$ cat config.mk
export PLATFORM = sky130hd
export DESIGN_NAME = dac_spi_driver
export DESIGN_NICKNAME = d
export VERILOG_FILES = /design/src/rtl/dac_spi_driver.sv
export SDC_FILE = /design/constraint.sdc
export NUM_CORES = 1
export LEC_CHECK = 0
export ABC_AREA = 1
export CAP_MARGIN = 15
export CORE_UTILIZATION = 56
export DETAILED_ROUTE_END_ITERATION = 12
export GPL_ROUTABILITY_DRIVEN = 0
export HOLD_SLACK_MARGIN = 0.03
export PLACE_DENSITY = 0.89
export SLEW_MARGIN = 20
export SYNTH_ARGS = -nofsm -noshare
export SYNTH_HDL_FRONTEND = slang
export SYNTH_SLANG_ARGS = --single-unit
$ cat constraint.sdc
create_clock -name clk -period 1.6 [get_ports clk]
set_input_delay 0.32 -clock clk [delete_from_list [all_inputs] [get_ports clk]]
set_output_delay 0.32 -clock clk [all_outputs]
set_load 0.1 [all_outputs]
$ cat src/rtl/dac_spi_driver.sv
// -----------------------------------------------------------------------------
// dac_spi_driver
//
// Purpose:
//   Final stage of the audio path. A free-running sample divider produces one
//   tick every SAMPLE_DIV clocks. On each tick the 12-bit mixer word is
//   captured into a 16-bit MCP4921-style frame:
//     {~A/B=0, BUF, ~GA=GAIN_1X, ~SHDN=1, audio[11:0]}
//   The frame is shifted out MSB first in SPI mode 0 and followed by an LDAC
//   strobe. Every phase of the transfer lasts SCK_HALF clocks.
//
// Ports:
//   clk          system clock
//   rst          synchronous, active-high reset
//   audio[11:0]  mixer output, sampled only on the tick cycle
//   cs_n         DAC chip select, active low
//   sck          SPI clock, idles low
//   sdi          SPI data to the DAC
//   ldac_n       DAC latch strobe, active low
//   sample_tick  one-cycle pulse per sample period
//   busy         high while a frame or the LDAC strobe is in progress
//   overrun      sticky; set when a tick arrives while busy
// -----------------------------------------------------------------------------
module dac_spi_driver #(
    parameter int   SCK_HALF   = 2,
    parameter int   SAMPLE_DIV = 2500,
    parameter logic BUF        = 1'b0,
    parameter logic GAIN_1X    = 1'b1
) (
    input  logic        clk,
    input  logic        rst,
    input  logic [11:0] audio,
    output logic        cs_n,
    output logic        sck,
    output logic        sdi,
    output logic        ldac_n,
    output logic        sample_tick,
    output logic        busy,
    output logic        overrun
);

    localparam int CNT_W  = $clog2(SAMPLE_DIV);
    localparam int HALF_W = (SCK_HALF > 1) ? $clog2(SCK_HALF) : 1;

    localparam logic [CNT_W-1:0]  CNT_LAST  = CNT_W'(SAMPLE_DIV - 1);
    localparam logic [CNT_W-1:0]  CNT_ONE   = CNT_W'(1);
    localparam logic [HALF_W-1:0] HALF_LAST = HALF_W'(SCK_HALF - 1);
    localparam logic [HALF_W-1:0] HALF_ONE  = HALF_W'(1);

    typedef enum logic [2:0] {
        ST_IDLE,
        ST_LEAD,
        ST_SHIFT,
        ST_TRAIL,
        ST_LDAC
    } state_t;

    // Registered state
    state_t              state_q, state_d;
    logic [CNT_W-1:0]    cnt_q, cnt_d;
    logic [HALF_W-1:0]   half_q, half_d;
    logic [3:0]          bit_q, bit_d;
    // Holds frame bits 14..0; bit 15 goes straight onto sdi at capture time.
    logic [14:0]         shreg_q, shreg_d;
    logic                cs_n_q, cs_n_d;
    logic                sck_q, sck_d;
    logic                sdi_q, sdi_d;
    logic                ldac_n_q, ldac_n_d;
    logic                sample_tick_q, sample_tick_d;
    logic                busy_q, busy_d;
    logic                overrun_q, overrun_d;

    logic                tick;
    logic                half_end;
    logic [15:0]         frame_w;

    assign frame_w = {1'b0, BUF, GAIN_1X, 1'b1, audio};

    always_comb begin
        // Sample divider runs regardless of the transfer state.
        tick  = (cnt_q == CNT_LAST);
        cnt_d = tick ? '0 : cnt_q + CNT_ONE;

        half_end = (half_q == HALF_LAST);
        half_d   = half_end ? '0 : half_q + HALF_ONE;

        state_d       = state_q;
        bit_d         = bit_q;
        shreg_d       = shreg_q;
        cs_n_d        = cs_n_q;
        sck_d         = sck_q;
        sdi_d         = sdi_q;
        ldac_n_d      = ldac_n_q;
        busy_d        = busy_q;
        sample_tick_d = tick;
        // A tick during a transfer is dropped; only the sticky flag records it.
        overrun_d     = overrun_q | (tick & busy_q);

        case (state_q)
            ST_IDLE: begin
                half_d   = '0;
                cs_n_d   = 1'b1;
                sck_d    = 1'b0;
                sdi_d    = 1'b0;
                ldac_n_d = 1'b1;
                busy_d   = 1'b0;
                if (tick) begin
                    shreg_d = frame_w[14:0];
                    sdi_d   = frame_w[15];
                    cs_n_d  = 1'b0;
                    busy_d  = 1'b1;
                    bit_d   = 4'd15;
                    state_d = ST_LEAD;
                end
            end

            ST_LEAD: begin
                if (half_end) begin
                    sck_d   = 1'b1;
                    state_d = ST_SHIFT;
                end
            end

            ST_SHIFT: begin
                if (half_end) begin
                    if (sck_q) begin
                        // Falling edge: present the next bit, except after bit 0.
                        sck_d = 1'b0;
                        if (bit_q != 4'd0) begin
                            sdi_d   = shreg_q[14];
                            shreg_d = {shreg_q[13:0], 1'b0};
                        end
                    end else begin
                        // End of a low phase: either start the next slot or,
                        // after bit 0's slot, leave the shift phase.
                        if (bit_q == 4'd0) begin
                            state_d = ST_TRAIL;
                        end else begin
                            bit_d = bit_q - 4'd1;
                            sck_d = 1'b1;
                        end
                    end
                end
            end

            ST_TRAIL: begin
                if (half_end) begin
                    cs_n_d   = 1'b1;
                    ldac_n_d = 1'b0;
                    sdi_d    = 1'b0;
                    state_d  = ST_LDAC;
                end
            end

            ST_LDAC: begin
                if (half_end) begin
                    ldac_n_d = 1'b1;
                    busy_d   = 1'b0;
                    state_d  = ST_IDLE;
                end
            end

            default: begin
                state_d = ST_IDLE;
            end
        endcase
    end

    always_ff @(posedge clk) begin
        if (rst) begin
            state_q       <= ST_IDLE;
            cnt_q         <= '0;
            half_q        <= '0;
            bit_q         <= 4'd0;
            shreg_q       <= '0;
            cs_n_q        <= 1'b1;
            sck_q         <= 1'b0;
            sdi_q         <= 1'b0;
            ldac_n_q      <= 1'b1;
            sample_tick_q <= 1'b0;
            busy_q        <= 1'b0;
            overrun_q     <= 1'b0;
        end else begin
            state_q       <= state_d;
            cnt_q         <= cnt_d;
            half_q        <= half_d;
            bit_q         <= bit_d;
            shreg_q       <= shreg_d;
            cs_n_q        <= cs_n_d;
            sck_q         <= sck_d;
            sdi_q         <= sdi_d;
            ldac_n_q      <= ldac_n_d;
            sample_tick_q <= sample_tick_d;
            busy_q        <= busy_d;
            overrun_q     <= overrun_d;
        end
    end

    assign cs_n        = cs_n_q;
    assign sck         = sck_q;
    assign sdi         = sdi_q;
    assign ldac_n      = ldac_n_q;
    assign sample_tick = sample_tick_q;
    assign busy        = busy_q;
    assign overrun     = overrun_q;

endmodule
# Word-level counts from Yosys, hierarchy flattened
# Index checks and enable logic that the tools add are counted.
# word_totals
out_inout_bits	7
regBits	42
inputBits	14
# classes
n_reduce_logical	19
n_eq_ne	15
bitwise_logic	2
mux	33
n_addsub	3
# ops
operator	n
15-bit 2-to-1 mux	4
15-bit case mux with 2 select lines	1
3-bit 2-to-1 mux	7
2-bit != test (second input constant)	10
4-bit 2-to-1 mux	4
3-bit case mux with 5 select lines	1
5-bit AND reduction	3
12-bit by 1-bit adder with 12-bit output (second input constant)	1
12-bit equality test (second input constant)	1
1-bit 2-to-1 mux	10
1-bit case mux with 3 select lines	3
3-bit nonzero test	3
4-bit case mux with 2 select lines	1
7-bit AND reduction	1
3-bit by 2-bit equality test with 1-bit output (second input constant)	2
3-bit AND reduction	2
2-bit nonzero test	3
4-bit logical NOT	1
1-bit case mux with 2 select lines	2
2-bit AND reduction	2
4-bit nonzero test	1
4-bit by 1-bit subtractor with 4-bit output (second input constant)	1
3-bit by 1-bit equality test with 1-bit output (second input constant)	1
3-bit equality test (second input constant)	1
other kinds (6)	6

# Longest topological paths before layout
# logic_depth
word_depth	5
ltp_mapped	11
depth_no_buf	10

# Worst setup path after synthesis
# No wires, ideal clock.
# synth_timing
kind	register -> register
start	register sck_q, in the netlist sck
end	register shreg_q[11]
setup_ns	0.113
arrival_time_ns	1.825
required_time_ns	1.487
setup_slack_ns	-0.338
stages_incl_launch_ff	9
path_cell_list	dfxtp_1 -> inv_1 -> nand2_4 -> nand2_4 -> nor2_8 -> buf_2 -> nand3b_1 -> nand2_1 -> nor2_1
# synth_via
elab_chain_len	2
# synth_lines
item	line_no	source
from (decl)	66	logic sck_q, sck_d;
from (signal assigned)	190	sck_q <= sck_d;
2-bit != test (no line)	n/a	
5-bit AND reduction (no line)	n/a	
to (signal assigned)	188	shreg_q <= shreg_d;
to (decl)	64	logic [14:0] shreg_q, shreg_d;
# No other way between the ends.
# A chain may end at the register's enable or synchronous reset.

# Worst setup path in the final report
# layout_timing
start	register cnt_q[0]
end	register shreg_q[14]
# layout_via
elab_chain_len	3
# layout_lines
item	line_no	source
from (decl)	60	logic [CNT_W-1:0] cnt_q, cnt_d;
from (signal assigned)	185	cnt_q <= cnt_d;
12-bit equality test	81	tick = (cnt_q == CNT_LAST);
2-bit != test (no line)	n/a	
5-bit AND reduction (no line)	n/a	
# No other way between the ends.

==> impl.org <==
** Clocking
- After clock tree synthesis, the clock-pin slew on the worst setup and hold paths is 0.09 ns.
- The tree is rooted in a sky130_fd_sc_hd__clkbuf_8.
- For this design, the sink count on the clock tree is 42.
- TritonCTS built the clock tree.
- The longest clock path from root to sink contains 2 buffers.
- The clock reaches the later pin of the worst-skew pair after 0.31 ns.
- The H-tree was split into 2 levels.
- Num CTS Buffers :: 5
- The number of setup buffers added after CTS is 0.

** Die
- Effective utilization at floorplan :: 60.9%
- From left edge to right edge, the die measures 63.4 um.
- Placeable Area :: 0.00347 mm^2
- The die covers 0.00402 mm^2.
- Placement Rows :: 21
- Count of pins on the block boundary :: 21
- Die Ht :: 63.4 um

** Yosys
- Mapped cell area :: 0.00211 mm^2
- The commonest cells after synthesis are sky130_fd_sc_hd__nand2_1, sky130_fd_sc_hd__nor2_1, sky130_fd_sc_hd__dfxtp_1, sky130_fd_sc_hd__inv_1, sky130_fd_sc_hd__nand3_1.
- Count of flip-flops with a built-in enable after synthesis :: 0
- The synthesized design contains 42 register bits.
- Warnings, synthesis :: 0
- Share of the synthesized area in the top cell type :: 39.8%
- In the synthesized netlist the dominant register cell turns out to be sky130_fd_sc_hd__dfxtp_1.
- Leading post-synthesis cells by cell area :: sky130_fd_sc_hd__dfxtp_1, sky130_fd_sc_hd__nand2_1, sky130_fd_sc_hd__nor2_1, sky130_fd_sc_hd__nand3b_1, sky130_fd_sc_hd__inv_1
- Count leader, synth :: sky130_fd_sc_hd__nand2_1
- The synthesized netlist contains 32 unique library cells.
- The synthesized design spends more area on one cell type than any other, namely sky130_fd_sc_hd__dfxtp_1.
- Gate Count Post-Synth :: 310
- Async set or reset register ratio after synthesis :: 0%
- After synthesis, the mean cell area works out to 6.81 um^2.
- Sequential share of the synthesized area :: 39.8%
- Net Count, Synth :: 326

** Global route
- Total gr overflow :: 0
- Entering global routing, the biggest net connects 15 pins.
- Wire length of the first global-routing pass :: 8130 um
- GRT Resource Usage Total :: 25.7%
- Initial antenna violation count :: 0
- The via count of the first global-routing pass is 1963.

** Place
- Count of buffers from port buffering :: 20
- The wire-length estimate of the detail-placed layout is 3390 um.

** STA
- Fin. Hold Viols :: 0
- RSZ-0062 raised after global routing :: no
- After routing, the total negative slack on setup checks comes to 0 ns.
- Final setup violation count :: 0
- Clock skew on the completed layout was measured at 0.0101 ns.
- For this run, the top clock speed supported by timing is 673 MHz.
- Max Transition Viols Final :: 0
- Slew headroom :: 79.3%
- Time the final worst path needs with I/O delays and setup :: 1.49 ns
- For the pin with the worst max-slew slack, the measured transition is 0.308 ns.
- Of the available clock period, the critical path in the final layout requires 92.9%.

** Setup path
- Together, buffers and inverters on the worst path number 1.
- Largest delay contributor family on the critical path :: simple AND/OR/NAND/NOR gates
- The worst setup path is captured at a flip-flop.
- Required time at the endpoint of the critical path :: 1.84 ns
- Category of the most critical setup path :: flip-flop to flip-flop
- Critical path's slowest cell :: sky130_fd_sc_hd__dfxtp_1
- Crit path launch type :: flip-flop
- Data arrives at the worst endpoint at 1.73 ns.
- Crit-path cells :: ha_1, nand2_1, nor2_1, nand3_1, nand2_4, buf_4, nand4_1, a21oi_1
- Along the worst path, the maximum fanout reaches 11.
- Largest stage delay, worst path :: 0.34 ns

** Hold path
- Worst hold path class :: flip-flop to flip-flop

** Power
- Power density relative to cell area :: 2020 mW/mm^2
- Static leakage power :: 1.20 nW
- The share of total power dissipated in combinational logic is 52.8%.
- In this run switching power makes up 44.2% of total power.
- Registers are responsible for 28.6% of the overall power.
- Worst ir drop on vdd :: 1.15 mV
- The clock network burns 18.6% of the power.
- Total power :: 5.45 mW
- Summed over all nets, the switching power comes to 2.41 mW.
- Cell internal power was estimated by the tool at 3.04 mW.

** Job
- Across the run, the number of max-cap violations was 0.

** Routing
- The count of nets left with antenna violations once routing finished came out at 0.
- Via density :: 5.23
- The routed layout has 2055 vias.
- Number of DRC violations after detailed routing :: 0
- The pre-antenna-repair detailed-routing pass consisted of 4 iterations.
- Average detailed-routed wire length per instance :: 12.0 um
- Final WL :: 4730 um
- The first routing iteration left 159 violations.

** Finish
- Fraction of final layout cells sized beyond drive strength 1 :: 15.6%
- Antenna cells :: 0
- The area growth from synthesis to layout is 27.8%.
- The final layout contains 362 nets.

** Status
- Result of the run :: finished clean
-- cell type report --
class	instances	area (um^2)
clock buffer	5	68.8
clock inverter	3	68.8
sequential	42	843
fill	242	769
inverter	22	85.1
multi-input combinational	236	1160
timing repair buffer	39	413
tap	46	57.6
-- tightest hold or removal path, delay by kind of cell (launching register included) --
kind / cells / cell delay, ns
AND/OR/NAND/NOR: 1 / 0.06
flip-flops: 1 / 0.32
AO/OA/AOI/OAI: 1 / 0.05
-- per-stage QoR --
step / std cells / util (%) / instance area (um^2) / hold slack (ns) / worst slack (ns)
floorplan: 310 / - / 2110 / 0.389 / 0.0335
global placement: 385 / 72.9 / 2530 / 0.447 / 0.105
detailed placement: 385 / 72.9 / 2530 / 0.450 / 0.0147
CTS: 393 / 76.9 / 2670 / 0.463 / 0.00337
global route: 393 / 77.8 / 2700 / 0.487 / 0.00248
finish: 393 / 77.8 / 2700 / 0.461 / 0.114
-- flip-flops by register name (all words and copies together), names as in the netlist --
register     count
shreg_q         15
sdi              1
ldac_n           1
state_q          3
overrun          1
cnt_q           12
half_end         1
cs_n             1
bit_q            4
sample_tick      1
busy             1
sck              1
-- cells by family (layout without fill, tap and decap cells) --
family,after synthesis,after routing,share of synthesized area (%)
xor gates and xnor gates,5,5,2.07
and+or+nand+nor,207,207,44.1
DFF,42,42,39.8
adders and majority gates,2,2,1.18
AOI/OAI and AO/OA,22,22,6.22
buffers and inverters,32,69,6.58
-- path summary, 6_finish.rpt --
| path | from | end | slack (ns) | depth (start not counted) |
|---|---|---|---|---|
| worst max-delay path | cnt_q[0] | shreg_q[14] | 0.11 | 8 |
| worst min-delay path | shreg_q[0] | shreg_q[0] | 0.46 | 2 |
| worst max register to register | cnt_q[0] | shreg_q[14] | 0.11 | 8 |
| worst min register to register | shreg_q[0] | shreg_q[0] | 0.46 | 2 |
-- layout by cell type, fill, tap and decap left out, drive strengths merged --
cell type and instances:
o211ai 1, buf 26, clkdlybuf4s50 13, nor3 6, a21oi 13, dfxtp 42, xnor2 2, o31ai 1
inv 22, nand2 99, clkbuf 5, o21bai 1, or2 1, nand3 15, a22o 1, o2111ai 1
xor2 3, nand4 6, bufinv 2, nor2 68, o21a 1, nand3b 12, clkinv 1, o21ai 3
ha 2
-- timing repair --
item | CTS | global route
gates resized for setup | 1 | 8
setup endpoints to repair | 2 | 22
hold buffers | 0 | 0
-- metal layers --
metal | GRT usage, % | routed length (um)
met1 | 29.4 | 2110
met2 | 45.2 | 2390
met5 | 0 | 0
met4 | 7.67 | 51
met3 | 7.97 | 176
-- power groups by stage --
stage / clock network [mW] / registers [mW] / logic [mW]
final: 1.01 / 1.56 / 2.88
after CTS: 1.01 / 1.55 / 2.80
after floorplan: 0 / 1.70 / 1.90
after detailed placement: 0 / 1.57 / 2.75
after global placement: 0 / 1.56 / 2.67
after global routing: 1.06 / 1.60 / 3.19
(Power assumes the default switching activity.)
